## config.mk

```make
export PLATFORM = sky130hd
export DESIGN_NAME = matrix_load_scheduler
export DESIGN_NICKNAME = d
export VERILOG_FILES = /design/src/rtl/matrix_load_pkg.sv /design/src/rtl/matrix_load_index_counter.sv /design/src/rtl/matrix_load_scheduler.sv
export SDC_FILE = /design/constraint.sdc
export NUM_CORES = 1
export LEC_CHECK = 0
export CORE_UTILIZATION = 50
export CTS_BUF_LIST = sky130_fd_sc_hd__clkbuf_8
export DETAILED_ROUTE_END_ITERATION = 8
export GPL_TIMING_DRIVEN = 0
export PLACE_DENSITY_LB_ADDON = 0.05
export SYNTH_ARGS = -nofsm -noshare
export SYNTH_HDL_FRONTEND = slang
export SYNTH_SLANG_ARGS = --single-unit
export TNS_END_PERCENT = 20
```

## constraint.sdc

```tcl
create_clock -name clk -period 4.12 [get_ports clk]
set_clock_uncertainty 0.15 [all_clocks]
set_input_delay 0.618 -clock clk [delete_from_list [all_inputs] [get_ports clk]]
set_output_delay 0.618 -clock clk [all_outputs]
set_load 0.03 [all_outputs]
```

## src/rtl/matrix_load_pkg.sv

```systemverilog
// Shared types and helpers for the matrix weight-load scheduler.
// The index width matches the storage write-port index width.
package matrix_load_pkg;

  localparam int IDX_W = 32;

  typedef enum logic [1:0] {
    IDLE,
    LOAD,
    FLUSH,
    DONE
  } state_t;

  function automatic logic [IDX_W-1:0] clamp_layers(input logic [IDX_W-1:0] n,
                                                    input logic [IDX_W-1:0] lim);
    return (n > lim) ? lim : n;
  endfunction

endpackage

```

## src/rtl/matrix_load_index_counter.sv

```systemverilog
// Row/layer index counter: row wraps at size-1 and bumps layer; updates the cycle after advance.
// No backpressure of its own; the caller gates advance with its handshake.
module matrix_load_index_counter
  import matrix_load_pkg::*;
(
  input  logic             clk,
  input  logic             reset,
  input  logic             clear,
  input  logic             advance,
  input  logic [IDX_W-1:0] size,
  output logic [IDX_W-1:0] row,
  output logic [IDX_W-1:0] layer,
  output logic             last_row
);

  assign last_row = (row == size - IDX_W'(1));

  always_ff @(posedge clk) begin
    if (!reset || clear) begin
      row   <= '0;
      layer <= '0;
    end else if (advance) begin
      if (last_row) begin
        row   <= '0;
        layer <= layer + IDX_W'(1);
      end else begin
        row <= row + IDX_W'(1);
      end
    end
  end

endmodule

```

## src/rtl/matrix_load_scheduler.sv

```systemverilog
// Weight-load sequencer: one storage write per accepted row, issued the cycle after the handshake; done 2 cycles after the last row.
// in_ready is high only in LOAD; optional stall timeout enabled by MATRIX_LOAD_TIMEOUT_EN.
module matrix_load_scheduler
  import matrix_load_pkg::*;
#(
  parameter int SIZE       = 3,
  parameter int DATA_WIDTH = 32,
  parameter int MAX_LAYERS = 4,
  parameter int TIMEOUT    = 256
) (
  input  logic                       clk,
  input  logic                       reset,
  input  logic                       start,
  input  logic [IDX_W-1:0]           num_layers,
  input  logic                       abort,
  input  logic                       in_valid,
  input  logic [SIZE*DATA_WIDTH-1:0] in_data,
  output logic                       in_ready,
  output logic                       wr_en,
  output logic [IDX_W-1:0]           wr_layer,
  output logic [IDX_W-1:0]           wr_row,
  output logic [SIZE*DATA_WIDTH-1:0] wr_data,
  output logic                       busy,
  output logic                       done,
  output logic                       error
);

  if (SIZE < 1 || MAX_LAYERS < 1 || TIMEOUT < 1) begin : g_param_check
    $error("matrix_load_scheduler: SIZE, MAX_LAYERS and TIMEOUT must be positive");
  end

  state_t           state, state_n;
  logic [IDX_W-1:0] target;
  logic [IDX_W-1:0] row, layer;
  logic             last_row;
  logic             start_ok, hs, last_hs, timed_out;

  assign start_ok = (state == IDLE) && start;
  // abort wins over a coincident handshake, so the row is never written
  assign hs       = (state == LOAD) && in_valid && !abort;
  assign last_hs  = hs && last_row && (layer == target - IDX_W'(1));

  assign in_ready = (state == LOAD);
  assign busy     = (state != IDLE);
  assign done     = (state == DONE);

  matrix_load_index_counter u_index (
    .clk      (clk),
    .reset    (reset),
    .clear    (start_ok),
    .advance  (hs),
    .size     (IDX_W'(SIZE)),
    .row      (row),
    .layer    (layer),
    .last_row (last_row)
  );

  always_ff @(posedge clk) begin
    if (!reset) state <= IDLE;
    else        state <= state_n;
  end

  always_comb begin
    state_n = state;
    case (state)
      IDLE:    if (start) state_n = (num_layers == '0) ? DONE : LOAD;
      LOAD: begin
        if (abort || timed_out) state_n = IDLE;
        else if (last_hs)       state_n = FLUSH;
      end
      FLUSH:   state_n = abort ? IDLE : DONE;
      DONE:    state_n = IDLE;
      default: state_n = IDLE;
    endcase
  end

  always_ff @(posedge clk) begin
    if (!reset) begin
      target   <= '0;
      wr_en    <= 1'b0;
      wr_layer <= '0;
      wr_row   <= '0;
      wr_data  <= '0;
    end else begin
      if (start_ok) target <= clamp_layers(num_layers, IDX_W'(MAX_LAYERS));
      wr_en <= hs;
      if (hs) begin
        wr_layer <= layer;
        wr_row   <= row;
        wr_data  <= in_data;
      end
    end
  end

`ifdef MATRIX_LOAD_TIMEOUT_EN
  logic [IDX_W-1:0] stall_cnt;

  // fires on the TIMEOUT-th consecutive LOAD cycle without a handshake
  assign timed_out = (state == LOAD) && !hs && !abort &&
                     (stall_cnt == IDX_W'(TIMEOUT - 1));

  always_ff @(posedge clk) begin
    if (!reset) begin
      stall_cnt <= '0;
      error     <= 1'b0;
    end else begin
      if (state != LOAD || hs) stall_cnt <= '0;
      else                     stall_cnt <= stall_cnt + IDX_W'(1);
      if (timed_out)     error <= 1'b1;
      else if (start_ok) error <= 1'b0;
    end
  end
`else
  assign timed_out = 1'b0;
  assign error     = 1'b0;
`endif

endmodule

```

Yosys cells after proc, flatten, opt, wreduce, memory -nomap -nowiden
Index checks and enable logic that the tools add are counted.

word-level totals
  register bits = 259
  input port bits = 133
  output and inout bits = 165
  word-level logic and storage cells = 40

operators by class
  add/subtract/negate cells = 3
  order comparisons = 1
  equality and inequality tests = 7
  muxes and demuxes = 8
  reductions and logical operators = 13

operators with widths
  kind                     number
  $add A32 B1 Y32 const B  2
  $mux W32                 2
  $eq A32 B2 Y1 const B    1
  $eq A32 B32 Y1           1
  $gt A32 B3 Y1 const B    1
  $logic_not A32 Y1        1
  $sub A32 B1 Y32 const B  1
  $mux W2                  5
  $pmux W2 S4              1
  $logic_and A1 B1 Y1      5
  $eq A2 B2 Y1 const B     2
  $reduce_and A2 Y1        2
  $ne A3 B2 Y1 const B     1
  $eq A2 B1 Y1 const B     1
  $logic_not A1 Y1         2
  $logic_not A2 Y1         1
  $ne A2 B2 Y1 const B     1
  $reduce_bool A2 Y1       1
  $logic_or A1 B1 Y1       1

Logic depth before layout (Yosys ltp)
Gate-level depths: netlist of the first run.

  depth after elaboration = 8
  gate-level depth with buffers = 11
  mapped depth without buffers = 10

Cells and area by module
Synthesis of the first run repeated with hierarchy kept, for this count alone.

unflattened totals
  cell total of the unflattened synthesis = 1527
  area, all modules = 12625.9 um2

by module, submodules not included
  module                     instances  cells each  area each (um2)  sequential area each (um2)
  matrix_load_scheduler      1          975         8137.8           3903.7
  matrix_load_index_counter  1          552         4488.1           1281.2

Worst setup path after synthesis of the first run
Ideal clock, no wire load.

  path kind = reg-to-reg
  from = register target[2]
  to = register state[1]
  setup time = 0.060 ns
  arrival = 2.762 ns
  required time = 3.910 ns
  setup slack = 1.149 ns
  stages on the path, launching flop included = 10
  path buffers = 1
  period minus slack after synthesis = 2.971 ns
  cell sequence = dfxtp_1 > or4_4 > or4_4 > buf_6 > or4_4 > mux2i_1 > o21ai_1 > o31ai_1 > o31ai_2 > and3_1

between the ends
  word-level cells in the longest chain between the ends = 5

RTL lines
  what                         line                         RTL
  from (decl)                  matrix_load_scheduler.sv:33  logic [IDX_W-1:0] target;
  from (signal assigned)       matrix_load_scheduler.sv:85  if (start_ok) target <= clamp_layers(num_layers, IDX_W'(MAX_LAYERS));
  $sub A32 B1 Y32              matrix_load_scheduler.sv:41  assign last_hs = hs && last_row && (layer == target - IDX_W'(1));
  $eq A32 B32 Y1               matrix_load_scheduler.sv:41
  $logic_and A1 B1 Y1          matrix_load_scheduler.sv:41
  $ne A3 B2 Y1 (no line)       -
  $reduce_and A2 Y1 (no line)  -
  to (signal assigned)         matrix_load_scheduler.sv:60  else state <= state_n;
  to (decl)                    matrix_load_scheduler.sv:32  state_t state, state_n;

No other way between the ends.
A chain may end at the register's enable or synchronous reset.

Final worst setup path of the first run
  from = input abort
  to = register u_index.row[31]

between the ends
  word-level cells in the longest chain between the ends = 2

RTL lines
  what                  line                             RTL
  from (decl)           matrix_load_scheduler.sv:15      input logic abort,
  $logic_not A1 Y1      matrix_load_scheduler.sv:40      assign hs = (state == LOAD) && in_valid && !abort;
  $logic_and A1 B1 Y1   matrix_load_scheduler.sv:40
  to (signal assigned)  matrix_load_index_counter.sv:27  row <= row + IDX_W'(1);
  to (decl)             matrix_load_index_counter.sv:11  output logic [IDX_W-1:0] row,

No other way between the ends.

==> results of run 1 <==
[through the flow]
step	setup WS, ns	instance area (µm²)	std cells	power, mW	util
floorplan	1.149	10950	1306	2.797	-
global placement	0.09221	14260	1877	3.023	0.6720
detailed placement	0.1376	14260	1877	3.027	0.6720
CTS	0.6498	15100	1953	5.231	0.7118
global route	0.4551	15110	1954	5.399	0.7120
finish	0.6240	15110	1954	5.180	0.7120
[layout by cell type (no fill, tap or decap), types with 6 or more instances in the layout]
cell type	instances
sky130_fd_sc_hd__nor4_1	28
sky130_fd_sc_hd__dfxtp_1	259
sky130_fd_sc_hd__nor2b_1	7
sky130_fd_sc_hd__clkbuf_8	54
sky130_fd_sc_hd__nand2_1	357
sky130_fd_sc_hd__a21boi_0	160
sky130_fd_sc_hd__a21oi_1	10
sky130_fd_sc_hd__and4_1	6
sky130_fd_sc_hd__clkbuf_1	72
sky130_fd_sc_hd__o21ai_0	10
sky130_fd_sc_hd__xnor2_1	45
sky130_fd_sc_hd__nand3_1	28
sky130_fd_sc_hd__clkdlybuf4s50_1	296
sky130_fd_sc_hd__xor2_1	55
sky130_fd_sc_hd__inv_1	18
sky130_fd_sc_hd__and2_1	36
sky130_fd_sc_hd__nand4_1	21
sky130_fd_sc_hd__nor3_1	23
sky130_fd_sc_hd__nor2_1	86
sky130_fd_sc_hd__clkinv_2	8
sky130_fd_sc_hd__or3_1	8
sky130_fd_sc_hd__and3_1	19
[how the worst max path moves through the flow]
stage,start,end
6_report,abort,u_index.row[31]$_SDFFE_PP0P_
4_1_cts,u_index.row[1]$_SDFFE_PP0P_,u_index.layer[26]$_SDFFE_PP0P_
2_1_floorplan,target[2]$_SDFFE_PN0P_,state[1]$_SDFFE_PN0P_
5_1_grt,target[0]$_SDFFE_PN0P_,state[1]$_SDFFE_PN0P_
3_3_place_gp,abort,u_index.row[31]$_SDFFE_PP0P_
3_5_place_dp,abort,u_index.row[31]$_SDFFE_PP0P_
[worst reg2reg max path: stages, from the launching register on]
cell and delay, ns:
sky130_fd_sc_hd__dfxtp_1 0.36, sky130_fd_sc_hd__inv_1 0.11, sky130_fd_sc_hd__ha_1 0.20, sky130_fd_sc_hd__or4b_1 0.50, sky130_fd_sc_hd__nor4_1 0.80, sky130_fd_sc_hd__o2111a_1 0.32, sky130_fd_sc_hd__a211oi_1 0.07, sky130_fd_sc_hd__nor4_1 0.28
sky130_fd_sc_hd__nand4_1 0.14, sky130_fd_sc_hd__o31ai_2 0.22, sky130_fd_sc_hd__and3_1 0.18
[layer usage]
metal,track usage,vias up,routed length [µm]
met5,0,-,0
met4,0.09394,0,975
met3,0.07378,62,2046
met2,0.4613,279,14780
met1,0.3119,4577,12500
li1,-,5049,-
[cells by family (layout without fill, tap and decap cells)]
| family | after synthesis | in the layout | synth area share |
|---|---|---|---|
| xor+xnor | 100 | 100 | 0.07996 |
| flops | 259 | 259 | 0.4734 |
| fa+ha+maj | 4 | 4 | 0.004570 |
| mux | 5 | 5 | 0.004570 |
| compound gates | 204 | 204 | 0.1355 |
| other cells | 1 | 1 | 0.0003424 |
| simple gates | 651 | 651 | 0.2724 |
| buf+inv | 82 | 455 | 0.02924 |
[cells in the mapped netlist, drive strengths merged, types with 2 or more instances]
cell	count	area, µm²
nand2	357	1340
dfxtp	259	5185
a21boi	161	1209
nor2	86	322.8
clkbuf	72	270.3
xor2	55	481.7
xnor2	45	394.1
and2	36	225.2
nor4	30	200.2
nand3	28	140.1
nor3	24	125.1
nand4	21	131.4
and3	19	118.9
o21ai	13	65.06
a21oi	10	50.05
or3	8	50.05
or4	8	71.32
nor2b	7	43.79
and4	6	52.55
inv	6	22.52
mux2i	5	50.05
nand2b	5	31.28
a211oi	4	30.03
buf	4	27.52
ha	4	50.05
or2	4	25.02
a31oi	3	18.77
o211ai	3	22.52
o21a	3	22.52
nor3b	2	15.01
o31ai	2	20.02
or3b	2	17.52
[power groups by stage]
stage	clock network [mW]	logic, mW	registers, mW
after floorplan	0	0.155	2.64
after global placement	0	0.425	2.60
final	2.21	0.427	2.55
after global routing	2.39	0.460	2.55
after detailed placement	0	0.428	2.60
after CTS	2.26	0.430	2.54
[state kept, by name, indices dropped and copies added, names as in the netlist]
signal,count
wr_data,96
u_index.layer,32
wr_row,32
wr_en,1
state,2
target,32
u_index.row,32
wr_layer,32
[final cells by class]
| class | count | area share |
|---|---|---|
| flip-flops and latches | 259 | 0.3432 |
| well taps | 275 | 0.02277 |
| plain buffers | 76 | 0.01971 |
| repair buffers | 297 | 0.1964 |
| clock inverters | 22 | 0.006708 |
| inverters | 6 | 0.001491 |
| clock buffers | 54 | 0.04919 |
| multi-input cells | 965 | 0.3605 |
==> implementation parameters, run 1 <==
Parameter                              Value

Critical path
  Buf+Inv Stages, Crit Path ... 1
  R2r endpoint ... state[1]$_SDFFE_PN0P_
  Critical Path Fanout Max ... 7
  Master of the slowest instance on the critical path ... sky130_fd_sc_hd__nor4_1
  Path type of the worst setup path ... in -> reg
  Endpoint arrival time on the critical path ... 3.76 ns
  Sort of element at the start of the critical path ... primary input
  Worst Setup End Kind ... register
  Startpoint of the most critical register-to-register path ... target[0]$_SDFFE_PN0P_
  Register-to-Register Path Depth ... 10
  Minimum setup slack among reg-to-reg paths ... 0.74 ns
  Crit. path cell count ... 9
  Cells along the critical path ... clkdlybuf4s50_1, nor3b_1, nand2_1, nor4_1, and2_1, nor2b_1, nand3_1, xor2_1, nor2_1
  Family of cells with the greatest summed delay on the critical path ... simple AND/OR/NAND/NOR gates
  Delay of the slowest cell on the worst path ... 1.00 ns
  Data required time of the worst path ... 4.38 ns

Pwr
  Relative contribution of combinational cells to total power ... 0.082
  Static power due to leakage ... 5.259 nW
  Psw ... 1.248 mW
  Portion of total power attributed to the clock network ... 0.426
  Power density normalized to cell area ... 342.8 nW/µm²
  P_int ... 3.932 mW
  Worst vdd rail ir drop ... 257.1 µV
  Register share of total power ... 0.491
  Proportion of total power due to net switching ... 0.2410

Route
  Vias after detailed routing ... 9967
  Antenna-violating nets left ... 0
  DR iter-0 viols ... 392
  Drc violations ... 0
  Number of detailed-route iterations in the first pass ... 5
  Mean routed wirelength per cell ... 15.51 µm
  Total routed wirelength ... 30300 µm
  Post-DR vias/cell ... 5.101

STA
  Slew Limit Fails ... 0
  Post-route setup TNS ... 0 ns
  Number of failing hold endpoints at the final stage ... 0
  # setup viols final ... 0
  Max-slew headroom at the worst pin ... 0.2483
  Measured slew at the worst slew-check pin ... 1.117 ns
  Worst hold margin ... 0.3086 ns
  Fmax ... 286.0 MHz
  Final Cycle Share ... 0.8485
  Unrepaired setup endpoints after global routing ... no
  Clock period minus worst slack ... 3.496 ns

Finish
  Synthesis-to-layout area growth ... 37.95%
  # diodes ... 0
  Share of post-route cells with drive strength above 1 ... 0.04824
  Layout filler cell count ... 1733
  Post-layout net count ... 1785
  Flip-flop and latch area ... 5185 µm²
  Area of combinational cells with multiple inputs ... 5448 µm²

Global route
  Maximum number of pins on one net before global-route repair ... 12
  Antenna violations before repair ... 0
  Via count of the first global-routing pass ... 9640
  First-pass GRT wire length ... 47820 µm
  Gr usage total ... 0.2658
  Remaining global-route overflow ... 0

Synthesis
  Instance count of the mapped netlist ... 1306
  Dominant synthesized flop cell ... sky130_fd_sc_hd__dfxtp_1
  Synth Cell Area ... 10950 µm²
  Post-synth cell types ... 56
  Nets in the synthesized netlist ... 1443
  Number of synthesis warnings ... 0
  Total of flip-flops plus latches after synthesis ... 259
  Number of flops mapped to enable cells by yosys ... 0
  Avg Cell Area, Syn ... 8.387 µm²
  Part of the Yosys area used for sequential elements ... 0.4734
  Proportion of synthesized flip-flops having asynchronous set or reset ... 0

Floorplan
  Number of rows in the core area ... 53
  Core region area ... 21220 µm²
  Die outline height ... 150.0 µm
  Die ar. ... 22500 µm²
  Top-Level Pins ... 298
  Horiz. Die Dim ... 150.0 µm
  Initial cell density of the core ... 0.5162

Clock tree
  Cts-stage hold buffer count ... 0
  CTS tree ... yes
  Total clock buffers created by CTS ... 43
  Cell at the root of the clock tree ... sky130_fd_sc_hd__clkbuf_8
  Number of buffers inserted by post-CTS setup repair ... 0
  Post-CTS clock slew at the launch and capture registers of the worst setup and hold paths ... 0.06 ns
  Clock tree sinks ... 259
  Resized cells post-CTS ... 0
  CTS Buffer Depth ... 3
  Clk Latency, worst-skew pair ... 0.56 ns
  Max H-tree Level ... 2

Placed design
  Final Wtd Congestion ... 0.8776
  Number of buffer cells added on primary ports ... 296
  Total half-perimeter wirelength after legalization and detailed placement ... 22540 µm

Run status
  Result of the run ... complete, no violations

Hold path
  Launch instance of the worst min-delay path ... wr_row[22]$_SDFFE_PN0P_
  Hold Crit Endpoint ... wr_row[22]$_SDFFE_PN0P_
  Hold Path Cell Cnt ... 2
  Hold WC Path Type ... reg -> reg

Job
  Count of max-cap constraint violations ... 0
Power figures use the tool's default switching activity.
==> run 2: changes to the inputs <==
==> constraint.sdc (replaced) <==
create_clock -name clk -period 3.6 [get_ports clk]
set_clock_uncertainty 0.15 [all_clocks]
set_input_delay 0.54 -clock clk [delete_from_list [all_inputs] [get_ports clk]]
set_output_delay 0.54 -clock clk [all_outputs]
set_load 0.03 [all_outputs]
==> run 2 against run 1 <==
Against the previous run:
- non-clock buffer count unchanged
- die area unchanged
- cell area is essentially flat
- worst hold slack is essentially flat
- cell count unchanged
- sequential share of layout area hardly changed
- wire length rose by 0.35%
- first-iteration DRC count is 0.26% higher
- critical path depth is the same
- clock power is 14% higher
- global-route usage stayed put
- utilization barely moved
==> implementation parameters, run 2 (synthesis results as in run 1) <==
Parameter                              Value

Critical path
  Data required time of the worst path ... 3.86 ns (was 4.38 ns)
  Critical Path Fanout Max ... 7 (unchanged)
  Endpoint arrival time on the critical path ... 3.69 ns (was 3.76 ns)
  Worst Setup End Kind ... register (unchanged)
  Sort of element at the start of the critical path ... primary input (unchanged)
  Path type of the worst setup path ... in -> reg (unchanged)

Floorplan
  Horiz. Die Dim ... 150.0 µm (unchanged)
  Die outline height ... 150.0 µm (unchanged)
  Die ar. ... 22500 µm² (unchanged)
  Number of rows in the core area ... 53 (unchanged)
  Top-Level Pins ... 298 (unchanged)
  Core region area ... 21220 µm² (unchanged)
  Initial cell density of the core ... 0.5162 (unchanged)

Clock tree
  Total clock buffers created by CTS ... 43 (unchanged)
  Clock tree sinks ... 259 (unchanged)
  Cts-stage hold buffer count ... 0 (unchanged)
  Clk Latency, worst-skew pair ... 0.56 ns (about the same)
  Max H-tree Level ... 2 (unchanged)
  CTS Buffer Depth ... 3 (unchanged)
  Resized cells post-CTS ... 0 (unchanged)
  CTS tree ... yes (unchanged)
  Cell at the root of the clock tree ... sky130_fd_sc_hd__clkbuf_8 (unchanged)
  Post-CTS clock slew at the launch and capture registers of the worst setup and hold paths ... 0.06 ns (about the same)
  Number of buffers inserted by post-CTS setup repair ... 0 (unchanged)

Finish
  Count of non-filler cells in the finished layout ... 1954 (unchanged)
  Fraction of the core area covered by cells at the end of the flow ... 0.7123 (was 0.7120)
  Layout filler cell count ... 1733 (unchanged)
  # diodes ... 0 (unchanged)
  Commonest non-fill, non-tap cell in the layout ... sky130_fd_sc_hd__nand2_1 (unchanged)
  Register with the most flip-flops ... wr_data (unchanged)
  Post-route cell area ... 15120 µm² (was 15110 µm²)
  Share of post-route cells with drive strength above 1 ... 0.04884 (was 0.04824)
  Post-layout net count ... 1785 (unchanged)
  Synthesis-to-layout area growth ... 38.01% (was 37.95%)
  Top library cells by usage in the layout, fill and taps aside ... sky130_fd_sc_hd__nand2_1, sky130_fd_sc_hd__clkdlybuf4s50_1, sky130_fd_sc_hd__dfxtp_1 (unchanged)
  Flip-flop count of the largest register after layout ... 96 (unchanged)

Route
  DR iter-0 viols ... 393 (was 392)
  Mean routed wirelength per cell ... 15.56 µm (was 15.51 µm)
  Total routed wirelength ... 30410 µm (was 30300 µm)
  Number of detailed-route iterations in the first pass ... 5 (unchanged)
  Antenna-violating nets left ... 0 (unchanged)
  Drc violations ... 0 (unchanged)
  Post-DR vias/cell ... 5.111 (was 5.101)
  Vias after detailed routing ... 9987 (was 9967)

Placed design
  Final Wtd Congestion ... 0.8776 (unchanged)
  Setup Slack @ Placement ... -0.3044 ns (was 0.1376 ns)
  Post-placement cell area ... 14260 µm² (unchanged)
  Total half-perimeter wirelength after legalization and detailed placement ... 22540 µm (unchanged)
  Total instance count after detailed placement ... 1877 (unchanged)
  Number of buffer cells added on primary ports ... 296 (unchanged)

Global route
  Gr usage total ... 0.2658 (unchanged)
  Antenna violations before repair ... 0 (unchanged)
  Maximum number of pins on one net before global-route repair ... 12 (unchanged)
  Via count of the first global-routing pass ... 9640 (unchanged)
  Remaining global-route overflow ... 0 (unchanged)
  First-pass GRT wire length ... 47820 µm (unchanged)

STA
  # setup viols final ... 0 (unchanged)
  Worst hold margin ... 0.3087 ns (was 0.3086 ns)
  Clock period minus worst slack ... 3.434 ns
  Setup ws final ... 0.1662 ns (was 0.6240 ns)
  Fmax ... 291.2 MHz
  Unrepaired setup endpoints after global routing ... no (unchanged)
  Max-slew headroom at the worst pin ... 0.2388 (was 0.2483)
  Measured slew at the worst slew-check pin ... 1.131 ns (was 1.117 ns)
  Number of failing hold endpoints at the final stage ... 0 (unchanged)
  Final Cycle Share ... 0.9538
  Slew Limit Fails ... 0 (unchanged)

Run status
  Result of the run ... complete, no violations (unchanged)

Pwr
  Static power due to leakage ... 5.260 nW (was 5.259 nW)
  Power density normalized to cell area ... 392.3 nW/µm² (was 342.8 nW/µm²)
  Worst vdd rail ir drop ... 294.1 µV (was 257.1 µV)

Hold path
  Hold WC Path Type ... reg -> reg (unchanged)

Job
  Count of max-cap constraint violations ... 0 (unchanged)
-- run 2: worst paths after layout --
kind | from | endpoint | slack [ns] | cells after the start
worst max-delay path | abort | u_index.row[31]$_SDFFE_PP0P_ | 0.17 | 9
worst min-delay path | wr_row[22]$_SDFFE_PN0P_ | wr_row[22]$_SDFFE_PN0P_ | 0.31 | 2
worst max register to register | state[0]$_SDFFE_PN0P_ | u_index.row[31]$_SDFFE_PP0P_ | 0.21 | 8
worst min register to register | wr_row[22]$_SDFFE_PN0P_ | wr_row[22]$_SDFFE_PN0P_ | 0.31 | 2
-- run 2: metrics by stage --
| stage | power, mW | TNS [ns] |
|---|---|---|
| after floorplan | 3.201 | 0 |
| after global placement | 3.460 | -2.578 |
| after detailed placement | 3.465 | -2.513 |
| after CTS | 5.987 | 0 |
| after global routing | 6.180 | 0 |
| final | 5.929 | 0 |
-- run 2: where the power goes --
group          internal [mW]  total, mW  switching, mW
Combinational          0.252      0.490          0.238
Sequential              2.90       2.91         0.0175
Clock                   1.35       2.53           1.17
Total                   4.50       5.93           1.43
-- run 2: metal layers --
layer | GRT usage | wire, µm | vias to the layer above
met5 | 0 | 0 | -
met4 | 0.09394 | 972 | 0
met3 | 0.07378 | 2034 | 62
met2 | 0.4613 | 14870 | 273
met1 | 0.3119 | 12530 | 4601
li1 | - | - | 5051
-- run 2: final cells by class --
class                   instances  area, µm²  share of cell area
plain buffers                  76      297.8             0.01970
clock buffers                  54      743.2             0.04917
inverters                       6      22.52            0.001490
well taps                     275      344.1             0.02276
multi-input cells             965       5454              0.3608
clock inverters                22      101.3            0.006705
flip-flops and latches        259       5185              0.3430
repair buffers                297       2968              0.1963
-- run 2: worst max-delay path: stages --
cell and delay (ns):
sky130_fd_sc_hd__clkdlybuf4s50_1 0.46, sky130_fd_sc_hd__nor3b_1 0.33, sky130_fd_sc_hd__nand2_1 0.28, sky130_fd_sc_hd__nor4_1 1.02, sky130_fd_sc_hd__and2_1 0.32, sky130_fd_sc_hd__nor2b_1 0.34
sky130_fd_sc_hd__nand3_1 0.19, sky130_fd_sc_hd__xor2_1 0.16, sky130_fd_sc_hd__nor2_1 0.05
